<file path="config.mk">
export PLATFORM = sky130hd
export DESIGN_NAME = array_bist_ctrl
export DESIGN_NICKNAME = d
export VERILOG_FILES = /design/src/rtl/array_bist_ctrl.sv
export SDC_FILE = /design/constraint.sdc
export NUM_CORES = 1
export LEC_CHECK = 0
export BUFFER_PORTS_ARGS = -buffer_cell sky130_fd_sc_hd__buf_2
export CAP_MARGIN = 0
export CORE_ASPECT_RATIO = 1.2
export CORE_MARGIN = 8
export CORE_UTILIZATION = 61
export CTS_BUF_LIST = sky130_fd_sc_hd__clkbuf_4
export CTS_CLUSTER_SIZE = 12
export DETAILED_ROUTE_END_ITERATION = 8
export GPL_TIMING_DRIVEN = 0
export PLACE_DENSITY = 0.85
export RECOVER_POWER = 25
export SLEW_MARGIN = 10
export SYNTH_ARGS = -nofsm -noshare
export SYNTH_HDL_FRONTEND = slang
export SYNTH_SLANG_ARGS = --single-unit
</file>
<file path="constraint.sdc">
create_clock -name clk -period 5.7 [get_ports clk]
set_input_delay 0.57 -clock clk [delete_from_list [all_inputs] [get_ports clk]]
set_output_delay 0.57 -clock clk [all_outputs]
set_load 0.005 [all_outputs]
</file>
<file path="src/rtl/array_bist_ctrl.sv">
// March-style BIST sequencer for a registered-read memory: writes P(a), reads it back,
// then repeats with ~P(a), counting mismatches and capturing the first failing location.
module array_bist_ctrl #(
  parameter int WIDTH = 8,
  parameter int DEPTH = 8,
  parameter int ADDR  = 3
) (
  input  logic             clk,
  input  logic             rst,
  input  logic             start,
  output logic [WIDTH-1:0] mem_write_data,
  output logic [ADDR-1:0]  mem_write_addr,
  output logic             mem_write_en,
  output logic [ADDR-1:0]  mem_read_addr,
  input  logic [WIDTH-1:0] mem_read_data,
  output logic             busy,
  output logic             done,
  output logic             pass,
  output logic [7:0]       err_count,
  output logic [ADDR-1:0]  first_fail_addr,
  output logic             first_fail_phase
);

  typedef enum logic [2:0] {
    S_IDLE,
    S_WR0,
    S_RD0,
    S_WR1,
    S_RD1,
    S_DRAIN,
    S_DONE
  } state_t;

  localparam logic [ADDR-1:0] A_LAST = ADDR'(DEPTH - 1);

  state_t           state_q, state_d;
  logic [ADDR-1:0]  a_q, a_d;

  logic [WIDTH-1:0] mem_write_data_q;
  logic [ADDR-1:0]  mem_write_addr_q;
  logic             mem_write_en_q;
  logic [ADDR-1:0]  mem_read_addr_q;
  logic             busy_q;
  logic             done_q;
  logic [7:0]       err_q;
  logic [ADDR-1:0]  ffa_q;
  logic             ffp_q;

  logic             cmp_valid_q;
  logic [WIDTH-1:0] cmp_exp_q;
  logic [ADDR-1:0]  cmp_addr_q;
  logic             cmp_phase_q;

  logic             start_accept;
  logic             wr_d, rd_d, mismatch;

  function automatic logic [WIDTH-1:0] pat_f(input logic [ADDR-1:0] addr, input logic inv);
    logic [ADDR+7:0] prod;
    prod = (ADDR+8)'(addr) * (ADDR+8)'(8'h11);
    pat_f = inv ? ~WIDTH'(prod) : WIDTH'(prod);
  endfunction

  assign start_accept = start && (state_q == S_IDLE || state_q == S_DONE);

  always_comb begin
    state_d = state_q;
    a_d     = a_q;
    case (state_q)
      S_IDLE, S_DONE: begin
        if (start) begin
          state_d = S_WR0;
          a_d     = '0;
        end
      end
      S_WR0, S_RD0, S_WR1, S_RD1: begin
        if (a_q == A_LAST) begin
          a_d = '0;
          case (state_q)
            S_WR0:   state_d = S_RD0;
            S_RD0:   state_d = S_WR1;
            S_WR1:   state_d = S_RD1;
            default: state_d = S_DRAIN;
          endcase
        end else begin
          a_d = a_q + ADDR'(1);
        end
      end
      S_DRAIN: state_d = S_DONE;
      default: state_d = S_IDLE;
    endcase
  end

  // Memory-facing outputs are registered from the next state so they line up with state_q.
  assign wr_d     = (state_d == S_WR0) || (state_d == S_WR1);
  assign rd_d     = (state_d == S_RD0) || (state_d == S_RD1);
  assign mismatch = cmp_valid_q && (mem_read_data != cmp_exp_q);

  always_ff @(posedge clk or posedge rst) begin
    if (rst) begin
      state_q          <= S_IDLE;
      a_q              <= '0;
      mem_write_data_q <= '0;
      mem_write_addr_q <= '0;
      mem_write_en_q   <= 1'b0;
      mem_read_addr_q  <= '0;
      busy_q           <= 1'b0;
      done_q           <= 1'b0;
      err_q            <= 8'd0;
      ffa_q            <= '0;
      ffp_q            <= 1'b0;
      cmp_valid_q      <= 1'b0;
      cmp_exp_q        <= '0;
      cmp_addr_q       <= '0;
      cmp_phase_q      <= 1'b0;
    end else begin
      state_q        <= state_d;
      a_q            <= a_d;
      busy_q         <= (state_d inside {S_WR0, S_RD0, S_WR1, S_RD1, S_DRAIN});
      done_q         <= (state_d == S_DONE);
      mem_write_en_q <= wr_d;
      if (wr_d) begin
        mem_write_addr_q <= a_d;
        mem_write_data_q <= pat_f(a_d, state_d == S_WR1);
      end
      if (rd_d) begin
        mem_read_addr_q <= a_d;
      end

      // Read data returns one cycle after the address, so the expectation is staged here.
      cmp_valid_q <= (state_q == S_RD0) || (state_q == S_RD1);
      cmp_exp_q   <= pat_f(a_q, state_q == S_RD1);
      cmp_addr_q  <= a_q;
      cmp_phase_q <= (state_q == S_RD1);

      if (start_accept) begin
        err_q <= 8'd0;
        ffa_q <= '0;
        ffp_q <= 1'b0;
      end else if (mismatch) begin
        if (err_q != 8'hFF) begin
          err_q <= err_q + 8'd1;
        end
        if (err_q == 8'd0) begin
          ffa_q <= cmp_addr_q;
          ffp_q <= cmp_phase_q;
        end
      end
    end
  end

  assign mem_write_data   = mem_write_data_q;
  assign mem_write_addr   = mem_write_addr_q;
  assign mem_write_en     = mem_write_en_q;
  assign mem_read_addr    = mem_read_addr_q;
  assign busy             = busy_q;
  assign done             = done_q;
  assign pass             = done_q && (err_q == 8'd0);
  assign err_count        = err_q;
  assign first_fail_addr  = ffa_q;
  assign first_fail_phase = ffp_q;

endmodule

</file>
==> impl_metrics.ini <==
[outcome]
status = complete, no violations

[final_layout]
nNetsFinal = 248
mostFrequentLayoutCells = buf_2 (40), dfrtp_1 (39), nand3_1 (11), nand2_1 (11), o21ai_0 (10)
drive_gt1_frac = 0.359
diodes = 0
postLayoutCoreUtil = 0.735
final_common_cell = buf_2
syn2layout_area_growth_pct = 16.6

[pwr]
power_frac_seq = 0.313
swShare = 0.382
power_uw = 1560
internal_power_uw = 965
pwr-share-clk = 0.147
switching_power_uw = 598
p_leak_uw = 0.00120
comb_power_share = 0.540
power_density_nw_per_um2 = 648
peakVddDrop_mv = 0.476

[clocking]
cts_setup_buffers = 0
cts_tree = done
cts_resized = 0
insertion_delay_ns = 0.34
cts_hold_buf = 0
clockBufferDepth = 2
cts.sinks = 39
cts.clk_slew.worst_paths_ns = 0.12
cts-buffers-inserted = 5
root_buffer = clkbuf_4
htree_levels = 2

[timing]
finalSetupViolations = 0
rsz0062_at_grt = false
tightest_slew_ns = 1.40
slew_headroom = 0.0643
fin_crit_sh = 0.447
layout_min_cycle_time_ns = 2.55
final_hold_viol_count = 0
fmax_ghz = 0.392
clock_skew_ns = 0.00861
setup_tns_ns = 0
slew_viol_final = 0

[worst_setup_path]
endpoint_kind = output pin
arrival_ns = 1.98
crit_type = register to output pin
timing.rr.end = mem_read_addr[0]
r2r_slack_ns = 3.30
worstReg2RegStart = a_q[0]
cp.required_ns = 5.13
cp-start-kind = register
reg2reg_depth = 9
crit_fanout = 5

[logic_synthesis]
ys.flop_type = dfrtp_1
synth_edf_count = 0
synth_warnings = 0
seq_area_frac_synth = 0.472
synth_cell_types = 47
syn_nets = 201
syn_inst = 186
netlist_area_um2 = 2070
synthArstFlopShare = 1.00
synth.area.top_cells = dfrtp_1 (47%), mux2_2 (3.3%), a221oi_2 (2.9%)
ys_ff_latch = 39
syn_area_per_cell_um2 = 11.1
synth_top_area_frac = 0.472
synth_top_area_cell = dfrtp_1

[drt]
drt-total-wl_um = 4180
drtAntennaViolNets = 0
drt_pass1_iterations = 4
routedWlPerCell_um = 15.4
vias = 1539
drt_iter0_drc = 76
drc = 0
vias_per_cell = 5.68

[global_route]
grt_start_max_net_pins = 40
overflow = 0
grtUsageTotal = 0.159
antenna_found_initial = 0
grt_pass1_wl_um = 7190
grt_pass1_vias = 1556

[job]
cap_violations = 0

[floorplanning]
io_pins = 41
die_y_um = 79.8
die_area_um2 = 5510
start_util = 0.630
dieWidth_um = 69.1
num_rows = 23
core_um2 = 3280

[min_path]
hp-class = register to register
min_from = a_q[2]
holdPathEnd = cmp_addr_q[2]
hold_depth = 0

[placement]
place_congestion = 0.822
port_buffers = 40
hpwl_um = 3120
metal layers:
metal / wire, µm / up-vias / GRT usage
met5: 0 / - / 0
met4: 63 / 0 / 0.0678
met3: 292 / 7 / 0.0647
met2: 2130 / 44 / 0.281
met1: 1700 / 730 / 0.164
li1: - / 758 / -
flip-flops by register name, indices dropped and copies added (netlist names):
signal,flops
first_fail_addr,3
mem_write_en,1
mem_write_data,4
first_fail_phase,1
cmp_addr_q,3
mem_write_addr,3
busy,1
done,1
cmp_valid_q,1
state_q,3
a_q,3
mem_read_addr,3
cmp_exp_q,4
err_count,8
how the worst max path moves through the flow:
stage | from | endpoint | slack [ns] | depth (start not counted)
after floorplan | a_q[0] | mem_read_addr[0] | 3.50 | 9
after global placement | a_q[0] | mem_read_addr[2] | 3.37 | 9
after detailed placement | a_q[0] | mem_read_addr[0] | 3.31 | 9
after CTS | err_count[0] | pass | 3.15 | 6
after global routing | err_count[0] | pass | 2.96 | 6
final | err_count[0] | pass | 3.15 | 6
cells by family after synthesis:
group           synth area share
compound gates             0.156
xor+xnor                  0.0454
fa+ha+maj                 0.0242
buf+inv                   0.0599
flops                      0.472
mux                       0.0793
simple gates               0.163
cell type report:
| type | count | area (µm²) |
|---|---|---|
| buffer | 12 | 93.8 |
| clock buffer | 6 | 45.0 |
| clock inverter | 2 | 60.1 |
| fill | 248 | 870 |
| inverter | 8 | 30.0 |
| multi-input combinational | 127 | 960 |
| sequential | 39 | 976 |
| tap | 37 | 46.3 |
| timing repair buffer | 40 | 200 |
power by group through the flow:
stage	Combinational, µW	Sequential, µW	Clock (µW)
2_1_floorplan	645	486	0
3_3_place_gp	822	490	0
3_5_place_dp	856	495	0
4_1_cts	862	490	235
5_1_grt	935	505	251
6_report	843	489	230
worst max-delay path, cell delays in order, from the launching register on:
cell and delay [ns]:
dfrtp_1 0.45, inv_1 0.08, ha_1 0.13, or4b_1 0.42, nor4_1 0.27, and2_1 0.18, buf_2 0.11
synthesized netlist by cell type, types with 4 or more instances:
master and number:
dfrtp_1 39, nand3_1 11, mux2_2 6, ha_1 4
or3_1 5, and3_1 5, nor3_1 6, buf_6 4
mux2i_1 4, nor2_1 7, inv_1 7, a221oi_2 4
a21oi_1 8, buf_4 5, xor2_1 5, o21ai_0 10
nand2_1 11, nor2b_1 4
through the flow:
stage                     std cells  cell area [µm²]  hold slack [ns]  setup WS [ns]
final                           271             2410            0.437           3.15
after global routing            271             2410            0.450           2.96
after CTS                       271             2420            0.377           3.15
after detailed placement        263             2310            0.420           3.31
after global placement          263             2310            0.417           3.37
after floorplan                 186             2070            0.395           3.50
Note: power is estimated with default switching activity, not from simulation.
